===== src/rtl/mem_access_unit_if.sv =====
// Bundle of the request/response handshake and the datamem port of mem_access_unit.
// slave is the unit's view; master is the CPU-plus-datamem side.
interface mem_access_unit_if #(
    parameter int ADDR_W = 16,
    parameter int DATA_W = 16
);
    logic              req_valid;
    logic              req_ready;
    logic              req_we;
    logic [ADDR_W-1:0] req_addr;
    logic [DATA_W-1:0] req_wdata;
    logic              rsp_valid;
    logic [DATA_W-1:0] rsp_rdata;
    logic              rsp_err;
    logic              we_DM;
    logic [ADDR_W-1:0] addrDM;
    logic [DATA_W-1:0] dataDM;
    logic [DATA_W-1:0] outDM;

    modport slave (
        input  req_valid, req_we, req_addr, req_wdata, outDM,
        output req_ready, rsp_valid, rsp_rdata, rsp_err, we_DM, addrDM, dataDM
    );

    modport master (
        output req_valid, req_we, req_addr, req_wdata, outDM,
        input  req_ready, rsp_valid, rsp_rdata, rsp_err, we_DM, addrDM, dataDM
    );
endinterface


===== src/rtl/mem_access_unit.sv =====
// Load/store sequencer between the execute stage and datamem: one request at a time,
// glitch-free write timing, fixed read latency. Define MAU_FWD_EN for last-store forwarding.
module mem_access_unit #(
    parameter int ADDR_W    = 16,
    parameter int DATA_W    = 16,
    parameter int MEM_DEPTH = 1024,
    parameter int RD_LAT    = 2,
    parameter int WR_HOLD   = 1
) (
    input logic              clk,
    input logic              rst,
    mem_access_unit_if.slave bus
);
    localparam int              MAX_CNT = (RD_LAT > WR_HOLD) ? RD_LAT : WR_HOLD;
    localparam int              CNT_W   = $clog2(MAX_CNT + 1);
    localparam logic [ADDR_W:0] DEPTH_C = (ADDR_W + 1)'(MEM_DEPTH);

    typedef enum logic [2:0] {IDLE, SETUP, WRITE, READ, RESP} state_t;

    state_t            state_q;
    logic [CNT_W-1:0]  cnt_q;
    logic              ready_q;
    logic              rsp_valid_q;
    logic              rsp_err_q;
    logic [DATA_W-1:0] rsp_rdata_q;
    logic              we_q;
    logic [ADDR_W-1:0] addr_q;
    logic [DATA_W-1:0] data_q;

    logic addr_err;
    logic wr_done;

    assign addr_err = ({1'b0, bus.req_addr} >= DEPTH_C);
    assign wr_done  = (state_q == WRITE) && (cnt_q == '0);

`ifdef MAU_FWD_EN
    logic              fwd_vld_q;
    logic [ADDR_W-1:0] fwd_addr_q;
    logic [DATA_W-1:0] fwd_data_q;
    logic              fwd_hit;

    assign fwd_hit = fwd_vld_q && (fwd_addr_q == bus.req_addr);

    // Address/data of the store being completed are exactly what sits on the datamem port.
    always_ff @(posedge clk) begin
        if (wr_done) begin
            fwd_addr_q <= addr_q;
            fwd_data_q <= data_q;
        end
    end
`endif

    always_ff @(posedge clk or posedge rst) begin
        if (rst) begin
            state_q     <= IDLE;
            cnt_q       <= '0;
            ready_q     <= 1'b1;
            rsp_valid_q <= 1'b0;
            rsp_err_q   <= 1'b0;
            rsp_rdata_q <= '0;
            we_q        <= 1'b0;
            addr_q      <= '0;
            data_q      <= '0;
`ifdef MAU_FWD_EN
            fwd_vld_q   <= 1'b0;
`endif
        end else begin
            rsp_valid_q <= 1'b0;
            case (state_q)
                IDLE: begin
                    if (bus.req_valid) begin
                        ready_q <= 1'b0;
                        if (addr_err) begin
                            state_q     <= RESP;
                            rsp_valid_q <= 1'b1;
                            rsp_err_q   <= 1'b1;
                            rsp_rdata_q <= '0;
                        end else if (bus.req_we) begin
                            state_q <= SETUP;
                            addr_q  <= bus.req_addr;
                            data_q  <= bus.req_wdata;
`ifdef MAU_FWD_EN
                        end else if (fwd_hit) begin
                            state_q     <= RESP;
                            rsp_valid_q <= 1'b1;
                            rsp_err_q   <= 1'b0;
                            rsp_rdata_q <= fwd_data_q;
`endif
                        end else begin
                            state_q <= READ;
                            addr_q  <= bus.req_addr;
                            cnt_q   <= CNT_W'(RD_LAT - 1);
                        end
                    end
                end
                SETUP: begin
                    state_q <= WRITE;
                    we_q    <= 1'b1;
                    cnt_q   <= CNT_W'(WR_HOLD - 1);
                end
                WRITE: begin
                    if (cnt_q == '0) begin
                        state_q     <= RESP;
                        we_q        <= 1'b0;
                        rsp_valid_q <= 1'b1;
                        rsp_err_q   <= 1'b0;
                        rsp_rdata_q <= '0;
`ifdef MAU_FWD_EN
                        fwd_vld_q   <= 1'b1;
`endif
                    end else begin
                        cnt_q <= cnt_q - CNT_W'(1);
                    end
                end
                READ: begin
                    // addrDM has been stable for RD_LAT cycles on this edge.
                    if (cnt_q == '0) begin
                        state_q     <= RESP;
                        rsp_valid_q <= 1'b1;
                        rsp_err_q   <= 1'b0;
                        rsp_rdata_q <= bus.outDM;
                    end else begin
                        cnt_q <= cnt_q - CNT_W'(1);
                    end
                end
                RESP: begin
                    state_q <= IDLE;
                    ready_q <= 1'b1;
                end
                default: begin
                    state_q <= IDLE;
                    ready_q <= 1'b1;
                    we_q    <= 1'b0;
                end
            endcase
        end
    end

    assign bus.req_ready = ready_q;
    assign bus.rsp_valid = rsp_valid_q;
    assign bus.rsp_err   = rsp_err_q;
    assign bus.rsp_rdata = rsp_rdata_q;
    assign bus.we_DM     = we_q;
    assign bus.addrDM    = addr_q;
    assign bus.dataDM    = data_q;
endmodule


===== src/flat_wrapper.sv =====
// flat-port wrapper written by rule: the top's interface ports become plain ports
module mem_access_unit_flat 
#(
    parameter int ADDR_W    = 16,
    parameter int DATA_W    = 16,
    parameter int MEM_DEPTH = 1024,
    parameter int RD_LAT    = 2,
    parameter int WR_HOLD   = 1
)
  (clk, rst, bus_req_valid, bus_req_we, bus_req_addr, bus_req_wdata, bus_outDM, bus_req_ready, bus_rsp_valid, bus_rsp_rdata, bus_rsp_err, bus_we_DM, bus_addrDM, bus_dataDM);
  mem_access_unit_if #(.ADDR_W(ADDR_W), .DATA_W(DATA_W)) bus_i ();
  input logic clk;
  input logic rst;
  input wire logic [$bits(bus_i.req_valid)-1:0] bus_req_valid;
  input wire logic [$bits(bus_i.req_we)-1:0] bus_req_we;
  input wire logic [$bits(bus_i.req_addr)-1:0] bus_req_addr;
  input wire logic [$bits(bus_i.req_wdata)-1:0] bus_req_wdata;
  input wire logic [$bits(bus_i.outDM)-1:0] bus_outDM;
  output wire logic [$bits(bus_i.req_ready)-1:0] bus_req_ready;
  output wire logic [$bits(bus_i.rsp_valid)-1:0] bus_rsp_valid;
  output wire logic [$bits(bus_i.rsp_rdata)-1:0] bus_rsp_rdata;
  output wire logic [$bits(bus_i.rsp_err)-1:0] bus_rsp_err;
  output wire logic [$bits(bus_i.we_DM)-1:0] bus_we_DM;
  output wire logic [$bits(bus_i.addrDM)-1:0] bus_addrDM;
  output wire logic [$bits(bus_i.dataDM)-1:0] bus_dataDM;
  assign bus_i.req_valid = bus_req_valid;
  assign bus_i.req_we = bus_req_we;
  assign bus_i.req_addr = bus_req_addr;
  assign bus_i.req_wdata = bus_req_wdata;
  assign bus_i.outDM = bus_outDM;
  assign bus_req_ready = bus_i.req_ready;
  assign bus_rsp_valid = bus_i.rsp_valid;
  assign bus_rsp_rdata = bus_i.rsp_rdata;
  assign bus_rsp_err = bus_i.rsp_err;
  assign bus_we_DM = bus_i.we_DM;
  assign bus_addrDM = bus_i.addrDM;
  assign bus_dataDM = bus_i.dataDM;
  mem_access_unit #(.ADDR_W(ADDR_W), .DATA_W(DATA_W), .MEM_DEPTH(MEM_DEPTH), .RD_LAT(RD_LAT), .WR_HOLD(WR_HOLD)) u_core (.clk(clk), .rst(rst), .bus(bus_i));
endmodule

===== config.mk =====
export PLATFORM = sky130hd
export DESIGN_NAME = mem_access_unit_flat
export DESIGN_NICKNAME = d
export VERILOG_FILES = /design/src/rtl/mem_access_unit_if.sv /design/src/rtl/mem_access_unit.sv /design/src/flat_wrapper.sv
export SDC_FILE = /design/constraint.sdc
export NUM_CORES = 1
export LEC_CHECK = 0
export CORE_ASPECT_RATIO = 0.75
export CORE_MARGIN = 3
export CORE_UTILIZATION = 44
export DETAILED_ROUTE_END_ITERATION = 7
export PLACE_DENSITY = 0.85
export SETUP_SLACK_MARGIN = 0.15
export SYNTH_ARGS = -nofsm -noshare
export SYNTH_HDL_FRONTEND = slang
export SYNTH_SLANG_ARGS = --single-unit
export TNS_END_PERCENT = 100

===== constraint.sdc =====
create_clock -name clk -period 5.6 [get_ports clk]
set_input_delay 1.12 -clock clk [delete_from_list [all_inputs] [get_ports clk]]
set_output_delay 1.12 -clock clk [all_outputs]
set_load 0.02 [all_outputs]

Word-level counts from Yosys, hierarchy flattened
Index checks and enable logic that the tools add are counted.
{ "op_classes": {"div": 0, "reduce_logical": 16, "n_lt_le_gt_ge": 1, "n_bitwise": 3, "mux": 26, "eq_ne": 12, "addsub": 1, "n_shift": 0, "multipliers": 0} }
{ "ops": {"columns": ["operator", "n"], "rows": [
  ["$mux W16", 4],
  ["$pmux W16 S3", 1],
  ["$ge A16 B11 Y1 const B", 1],
  ["$mux W2", 5],
  ["$ne A2 B2 Y1 const B", 5],
  ["$reduce_and A5 Y1", 2],
  ["$mux W3", 3],
  ["$pmux W3 S3", 1],
  ["$reduce_and A4 Y1", 2],
  ["$mux W1", 7],
  ["$eq A3 B2 Y1 const B", 2],
  ["$ne A2 B1 Y1 const B", 3],
  ["$pmux W1 S2", 3],
  ["$pmux W2 S3", 1],
  ["$reduce_and A2 Y1", 3],
  ["$reduce_bool A3 Y1", 2],
  ["$reduce_or A3 Y1", 2],
  ["$eq A3 B1 Y1 const B", 1],
  ["$eq A3 B3 Y1 const B", 1],
  ["$logic_not A3 Y1", 1],
  ["$not A1 Y1", 3],
  ["$pmux W1 S3", 1],
  ["$reduce_and A3 Y1", 1],
  ["$logic_not A2 Y1", 1],
  ["other kinds (3)", 3]
]} }
{ "totals": {"ram_bits": 0, "ff_bits": 57, "input_bits": 52, "out_inout_bits": 52, "rom_bits": 0, "latchBits": 0, "mem_count": 0, "wordCells": 68} }

Depth between registers and ports, before layout
Gate-level depths: netlist of the first run.
{ "depth": {"depth_word": 4, "depth_mapped": 8, "ltp_nobuf": 5} }

Worst setup path after synthesis of the first run
OpenSTA, ideal clock, no wires.
{ "synth_path": {"path_kind": "input -> register", "from": "input port bus_req_addr[10]", "to": "register u_core.data_q[0] (netlist: u_core.bus.dataDM[0])", "setup_time_ns": 0.128, "t_required_ns": 5.472, "arrival_ns": 2.258, "path_slack_ns": 3.214, "path_buffers": 1, "cell_stages": 4, "path_cell_list": "nor4_4 -> nand4_2 -> buf_2 -> mux2_1"} }
{ "synth_via": {"elab_chain_cells": 3} }
{ "synth_lines": {"columns": ["element", "line_no", "source"], "rows": [
  ["from (decl)", "flat_wrapper.sv:16", "input wire logic [$bits(bus_i.req_addr)-1:0] bus_req_addr;"],
  ["$ge A16 B11 Y1", "mem_access_unit.sv:33", "assign addr_err = ({1'b0, bus.req_addr} >= DEPTH_C);"],
  ["$not A1 Y1 (no source line)", null, null],
  ["$reduce_and A4 Y1 (no source line)", null, null],
  ["to (signal assigned)", "mem_access_unit.sv:81", "data_q <= bus.req_wdata;"],
  ["to (decl)", "mem_access_unit.sv:28", "logic [DATA_W-1:0] data_q;"]
]} }
Every way passes these cells.
A chain may end at the register's enable or synchronous reset.

Worst setup path after layout of the first run
{ "layout_path": {"from": "input port bus_req_addr[10]", "to": "register u_core.data_q[4] (netlist: u_core.bus.dataDM[4])"} }
The elaborated chain is that of the path after synthesis.

==> results of run 1 <==
[stage by stage]
step	hold WS [ns]	util [%]	std cells	power, W	setup slack, ns
after floorplan	0.4589	-	156	0.0007145	3.082
after global placement	0.4672	70.42	309	0.0008364	2.510
after detailed placement	0.4673	70.42	309	0.0008468	2.436
after CTS	0.4801	74.12	325	0.001185	2.794
after global routing	0.4956	74.12	325	0.001233	2.690
final	0.4748	74.12	325	0.001168	2.813
[power breakdown]
group	switching [W]	internal [W]
sequential	0.0000477	0.000467
combinational	0.000153	0.000168
clock	0.000150	0.000183
[cell families after synthesis]
group,synth area share (%)
multiplexers,13.51
flip-flops,63.42
buffers and inverters,3.335
adder cells (fa/ha/maj),0.5558
AO/OA/AOI/OAI,10.73
AND/OR/NAND/NOR,8.450
[cell usage in the layout (no fill, tap or decap), drive strengths merged, types with 2 or more instances in the layout]
master,synthesis,routed
clkdlybuf4s50,0,103
dfrtp,56,56
mux2,27,27
a22o,16,16
clkbuf,2,13
nor2,7,7
inv,7,7
and2,6,6
a21oi,3,3
clkinv,0,3
nand2,2,2
a211o,2,2
o21ai,2,2
nor4b,2,2
[routing by layer]
metal	part of all wire (%)	routed length (um)
met1	44	2194
met2	47	2379
met3	8.4	422
met4	0.83	42
met5	0	0
[worst register-to-register path, stage by stage (launching register included)]
cell and delay (ns):
dfrtp_1 0.54, nor4b_4 0.42, nand4_2 0.50, mux2_1 0.49
[how the worst max path moves through the flow]
stage / start / end / cells past startpoint
floorplan: rst / u_core.bus.addrDM[0] / 1
global placement: bus_req_addr[10] / u_core.bus.dataDM[0] / 4
detailed placement: bus_req_addr[10] / u_core.bus.dataDM[15] / 4
CTS: bus_req_addr[10] / u_core.bus.dataDM[15] / 4
global route: bus_req_addr[10] / u_core.bus.dataDM[0] / 4
finish: bus_req_addr[10] / u_core.bus.dataDM[4] / 4
[flip-flops by register name (all words and copies together) (netlist names)]
signal                count
u_core.bus.rsp_err        1
u_core.state_q            3
u_core.bus.we_DM          1
u_core.cnt_q              2
u_core.bus.rsp_rdata     16
u_core.bus.rsp_valid      1
u_core.bus.addrDM        16
u_core.bus.dataDM        16
u_core.bus.req_ready      1
[area by class of cell]
class / instances / area [um^2] / area share [%]
Inverter: 7 / 26.28 / 0.7538
Tap cell: 57 / 71.32 / 2.046
Multi-Input combinational cell: 84 / 748.2 / 21.46
Clock buffer: 13 / 158.9 / 4.558
Clock inverter: 3 / 15.01 / 0.4307
Sequential cell: 57 / 1428 / 40.95
Timing Repair Buffer: 104 / 1039 / 29.79
==> metrics, run 1 <==
root buffer cell clkbuf_8; postcts setup bufs 0; Num CTS Buffers 9; post-synthesis sequential area ratio 63.42%; crit-path cells clkdlybuf4s50_1, nor4_4, nand4_2, mux2_1; Worst setup EP type register; gr usage total 17.55%; TNS Setup 0 ns; CP required 5.81 ns; final wirelength 5038 um; FF-to-FF path depth 3; final hold vios 0; cell with the most instances after synthesis dfrtp_1; Final HPWL DP 3604 um; worst path buffer plus inverter count 1; Mapped Avg Cell Area 14.43 um^2; max_slew headroom 27.57%; crit-path max cell delay 0.50 ns; nets@finish 316; Final setup viols 0; area share of the largest cell type after synthesis 62.26%; fin. max-slew vios 0; GR Layer Usage met2 28.26%; vias in the first global route 1656; WP data arrival 2.99 ns; initial antenna violation count 0; final instance area 0.003486 mm^2; Initial Util 47.86%; die height 67.94 um; Post-synth EDFFs 0; met1 Use GR 22.05%; First-pass DRT Iterations 4; FF-to-FF Start u_core.state_q[1]; Hold/Removal Path Class register to register; global route total overflow 0; Worst Max-Slew Pin Slew 1.082 ns; Sink Count 57; worst-skew pair later-pin latency 0.33 ns; Yosys warnings 0; most common flop cell mapped by yosys dfrtp_1; max-cap violations 0; most used routing layer met2; R2R setup slack 3.53 ns; Horiz. Die Dim 88.59 um; first-pass GRT wire length 7845 um; routed vias/inst 5.080; Placed Area 0.003312 mm^2; peak fanout along the critical path 16; largest net degree at the start of global routing 58; cell taking the most area after synthesis dfrtp_1; CP top delay family simple AND/OR/NAND/NOR gates; DR WL/cell 15.50 um; Fillers 334; row cnt 21; Area contributors post-synth dfrtp_1 (62%), mux2_2 (9.0%), a22o_1 (6.2%); Synth Register Bits 57; syn_nets 209; most frequent cells after synthesis dfrtp_1 (56), mux2_2 (18), a22o_1 (16); drt first-iter violations 56; post-CTS sizing 0; core area 0.004703 mm^2; Syn Inst Count 156; Final min period 2.787 ns; Synth async-reset ratio 100.0%; hold path endpoint u_core.bus.rsp_err; Reg-to-Reg End u_core.bus.dataDM[4]; Area growth syn-to-layout 54.86%; # IOs 104; fmax 358.8 MHz; clock-pin slew on the worst setup and hold paths 0.06 ns; Vias 1651; hold path cells 1; Leakage Power 1.614 nW; count of buffers from port buffering 103; hold buffers post-CTS 0; final worst-path cycle share 49.77%; die area 0.006019 mm^2; status complete, no violations; Placer Congestion 0.7427; CTS H-tree lvls 3; Max stage delay cell, worst path nand4_2; Final Skew 0.006993 ns; crit path launch type input port; layout cells sized above 1 14.93%; post-route ant nets 0; maximum VDD drop 0.0001865 V; TritonCTS clock tree done; diodes inserted 0; Hold Path Origin u_core.bus.rsp_err; Yosys cell types 35; RSZ-0062 raised after global routing no; pwr/cell area 335.0 mW/mm^2; CTS max path bufs 2; mapped cell area 0.002251 mm^2; met3 usage 7.341%; Crit Path Class input port to register; DRC Markers 0
Note: power is estimated with default switching activity, not from simulation.
==> inputs of run 2 (changes only) <==
Settings changed: CORE_UTILIZATION 44 to 37, PLACE_DENSITY 0.85 to 0.76.
Clock period 5.6 ns to 2.4 ns, I/O delays scaled along.
==> run 2 against run 1 <==
Sequential share of layout area shrank 0.89 points; sequential power grew 130%; critical path depth is the same; core utilization shrank 11 points.
==> metrics, run 2 (synthesized netlist as in run 1, its figures left out) <==
Placer Congestion 0.7619; final wirelength 5144 um; vias in the first global route 1805; first-pass GRT wire length 8466 um; fmax 503.6 MHz; commonest non-fill, non-tap cells in the layout clkdlybuf4s50_1 (103), dfrtp_1 (56), mux2_2 (18); clock network power share 27.8%; Final Skew 0.005278 ns; largest net degree at the start of global routing 58; crit path launch type input port; row cnt 23; DR WL/cell 14.82 um; First-pass DRT Iterations 4; diodes inserted 0; final worst-path cycle share 82.74%; FF+latch area 0.001428 mm^2; Final HPWL DP 3714 um; final hold vios 0; initial antenna violation count 0; WP data arrival 2.18 ns; Crit Path Class input port to register; maximum VDD drop 0.0004460 V; TritonCTS clock tree done; R2R setup slack 0.51 ns; gr usage total 15.84%; RSZ-0062 raised after global routing no; root buffer cell clkbuf_8; Final setup viols 0; Horiz. Die Dim 96.07 um; clock-pin slew on the worst setup and hold paths 0.06 ns; CTS max path bufs 2; global route total overflow 0; hold buffers post-CTS 0; status complete, no violations; pwr/cell area 781.3 mW/mm^2; crit path to u_core.bus.addrDM[1]; Vias 1674; Hold/Removal Path Class register to register; drt first-iter violations 52; crit-path cells clkdlybuf4s50_1, nor4_4, nand3_2, mux2_1; Worst setup EP type register; P_int 0.001956 W; DRC Markers 0; die height 73.55 um; post-CTS sizing 0; nets@finish 320; Sink Count 57; layout cells sized above 1 16.18%; core area 0.005612 mm^2; CTS H-tree lvls 3; Net Switching 0.0008287 W; Fillers 458; peak fanout along the critical path 17; FF-to-FF Start u_core.state_q[1]; postcts setup bufs 0; TNS Setup 0 ns; Leakage Power 1.643 nW; Reg power frac 43.1%; crit-path max cell delay 0.45 ns; Comb pwr share 29.1%; sw frac 29.76%; max_slew headroom 70.96%; count of buffers from port buffering 103; Num CTS Buffers 9; Worst Max-Slew Pin Slew 0.4357 ns; worst-skew pair later-pin latency 0.32 ns; # IOs 104; FF-to-FF path depth 4; routed vias/inst 4.824; Fin Hold WS 0.4846 ns; commonest non-fill, non-tap cell in the layout clkdlybuf4s50_1; Initial Util 40.11%; max-cap violations 0; Reg-to-Reg End u_core.bus.rsp_rdata[14]; Final min period 1.986 ns; Max stage delay cell, worst path clkdlybuf4s50_1; post-route ant nets 0; Critical path origin bus_req_addr[10]; die area 0.007065 mm^2; Area growth syn-to-layout 58.31%; fin. max-slew vios 0; CP required 2.60 ns; Multi-input gate area 748.2 um^2
run 2: power groups by stage:
stage | Combinational [W] | Sequential (W) | Clock (W)
after floorplan | 0.000387 | 0.00128 | 0
final | 0.000811 | 0.00120 | 0.000774
after global routing | 0.000891 | 0.00122 | 0.000847
after detailed placement | 0.000823 | 0.00122 | 0
after global placement | 0.000805 | 0.00121 | 0
after CTS | 0.000825 | 0.00120 | 0.000803
run 2: worst min path at each step:
stage                                      from               endpoint  slack, ns  depth (start not counted)
final                        u_core.bus.rsp_err     u_core.bus.rsp_err       0.48                          1
after global routing         u_core.bus.rsp_err     u_core.bus.rsp_err       0.50                          1
after CTS                    u_core.bus.rsp_err     u_core.bus.rsp_err       0.49                          1
after detailed placement  u_core.bus.addrDM[10]  u_core.bus.addrDM[10]       0.47                          1
after global placement          u_core.cnt_q[1]        u_core.cnt_q[1]       0.47                          1
after floorplan                 u_core.cnt_q[1]        u_core.cnt_q[1]       0.46                          1
run 2: layer usage:
metal	global-route usage [%]	vias up	wire [um]
met5	0	-	0
met4	5.363	0	65
met3	8.086	7	624
met2	25.10	74	2315
met1	18.63	805	2138
li1	-	788	-
run 2: final cells by class:
type	count	share of cell area [%]
clock inverter	3	0.4213
sequential	57	40.06
clock buffer	13	4.459
multi-input combinational	84	21.00
inverter	7	0.7374
tap	75	2.633
timing repair buffer	108	30.69
run 2: worst max-delay path: cells and delay by family:
kind,cells,cell delay (ns)
buf+inv,1,0.45
mux,1,0.43
simple gates,2,0.81
run 2: stage by stage:
stage	setup slack, ns	std cells	total power (W)	utilization [%]	cell area [um^2]
4_1_cts	0.3707	347	0.002828	63.50	3563
3_3_place_gp	0.05969	331	0.002019	60.40	3390
5_1_grt	0.2596	347	0.002962	63.50	3563
3_5_place_dp	0.03329	331	0.002040	60.40	3390
2_1_floorplan	0.5220	156	0.001667	-	2251
6_report	0.4142	347	0.002784	63.50	3563
==> inputs of run 3 (changes only) <==
Clock period 2.4 ns to 1.8 ns, I/O delays scaled along.
==> run 3 against run 2 <==
Sequential share of layout area is 3.5 points lower; sequential cell count unchanged; clock-buffer cell count is 1 higher; die area unchanged; register-to-register slack worse by 0.42 ns; largest cell class unchanged.
==> metrics, run 3 (synthesized netlist as in run 1, its figures left out) <==
layout cells sized above 1 27.74%; Final Skew 0.006929 ns; root buffer cell clkbuf_8; Power Total 0.004038 W; crit path to u_core.bus.dataDM[0]; Worst setup EP type register; Cell Count, Final, Fillers Out 367; clock-pin slew on the worst setup and hold paths 0.06 ns; Worst Max-Slew Pin Slew 0.4420 ns; CP required 2.00 ns; post-route ant nets 0; Reg-to-Reg End u_core.bus.dataDM[0]; largest net degree at the start of global routing 23; Sink Count 57; core area 0.005612 mm^2; final wirelength 5799 um; routed vias/inst 4.733; Critical path origin u_core.state_q[0]; TritonCTS clock tree done; diodes inserted 0; Crit Path Class register to register; final hold vios 0; initial antenna violation count 0; crit path launch type register; Horiz. Die Dim 96.07 um; Num CTS Buffers 9; Vias 1737; # IOs 104; Placed Area 0.003521 mm^2; final instance area 0.003913 mm^2; commonest non-fill, non-tap cell in the layout dfrtp_1; count of buffers from port buffering 103; Final min period 1.711 ns; pwr/cell area 1032 mW/mm^2; FF-to-FF path depth 6; Area growth syn-to-layout 73.82%; peak fanout along the critical path 8; Fin Hold WS 0.4024 ns; status complete, no violations; Final setup viols 0; die height 73.55 um; nets@finish 340; WP data arrival 1.91 ns; FF-to-FF Start u_core.state_q[0]; Initial Util 40.11%; R2R setup slack 0.09 ns; final worst-path cycle share 95.06%; CTS max path bufs 2; RSZ-0062 raised after global routing yes; Leakage Power 2.285 nW; vias in the first global route 1745; First-pass DRT Iterations 4; CTS H-tree lvls 3; gr usage total 16.52%; first-pass GRT wire length 8597 um; global route total overflow 0; DR WL/cell 15.80 um; maximum VDD drop 0.0004165 V; Placer Congestion 0.7815; Fillers 425; fin. max-slew vios 0; fmax 584.4 MHz; commonest non-fill, non-tap cells in the layout dfrtp_1 (55), clkdlybuf4s50_1 (50), dlygate4sd2_1 (34); Final HPWL DP 3935 um; die area 0.007065 mm^2; worst-skew pair later-pin latency 0.32 ns; max-cap violations 0; Hold/Removal Path Class input port to asynchronous set/reset pin; drt first-iter violations 36; hold buffers post-CTS 0; max_slew headroom 70.47%; Placed Instances 343; row cnt 23; DRC Markers 0
## run 3: cell count changes in the layout (fill, tap and decap cells not counted), sizes merged
cell	before	now
clkbuf	13	15
clkinv	3	1
inv	7	6
dlymetal6s2s	0	19
buf	5	24
clkinvlp	0	1
dlygate4sd2	0	34
bufinv	0	1
clkdlybuf4s50	103	50
## run 3: routing by layer
layer,track usage (%),vias up,share of wire [%]
met1,22.11,814,46
met5,0,-,0
met2,23.49,91,40
met3,6.551,7,13
met4,7.571,0,1.2
li1,-,825,-
## run 3: what timing repair did
action / in CTS / in global routing
cloned: 1 / 1
resized for setup: 38 / 39
setup endpoints to repair: 67 / 69
setup buffers: 4 / 2
pin swaps: 1 / 6
## run 3: stage by stage
stage               setup WS (ns)  utilization [%]  setup TNS (ns)
floorplan                 0.04618                -               0
global placement          -0.2867            62.74          -11.66
detailed placement        -0.3312            62.74          -12.56
CTS                       0.06904            67.05               0
global route              0.03146            69.72               0
finish                    0.08894            69.72               0
## run 3: worst min-delay path by stage
| stage | endpoint | slack (ns) | cells after the start |
|---|---|---|---|
| after floorplan | u_core.bus.addrDM[0] | 0.45 | 1 |
| after global placement | u_core.bus.addrDM[11] | 0.47 | 1 |
| after detailed placement | u_core.bus.rsp_err | 0.47 | 1 |
| after CTS | u_core.bus.addrDM[0] | 0.41 | 2 |
| after global routing | u_core.bus.addrDM[8] | 0.44 | 2 |
| final | u_core.bus.addrDM[9] | 0.40 | 2 |
## run 3: power by group
part / total, W / switching [W] / internal, W
Sequential: 0.00155 / 0.0000950 / 0.00146
Clock: 0.00122 / 0.000470 / 0.000752
Combinational: 0.00127 / 0.000590 / 0.000675
Total: 0.00404 / 0.00116 / 0.00288
## run 3: area by class of cell
cell class | instances | area [um^2] | area share [%]
Tap cell | 75 | 93.84 | 2.398
Multi-Input combinational cell | 84 | 817.0 | 20.88
Sequential cell | 57 | 1429 | 36.52
Clock buffer | 14 | 172.7 | 4.413
Clock inverter | 2 | 35.03 | 0.8954
Inverter | 7 | 30.03 | 0.7675
Timing Repair Buffer | 128 | 1335 | 34.12
## run 3: worst max-delay path, stage by stage (launching register included)
cell and delay, ns:
dfrtp_1 0.41, buf_6 0.14, nor4b_4 0.25, buf_4 0.18, nand4_4 0.13, buf_12 0.19
mux2_4 0.29
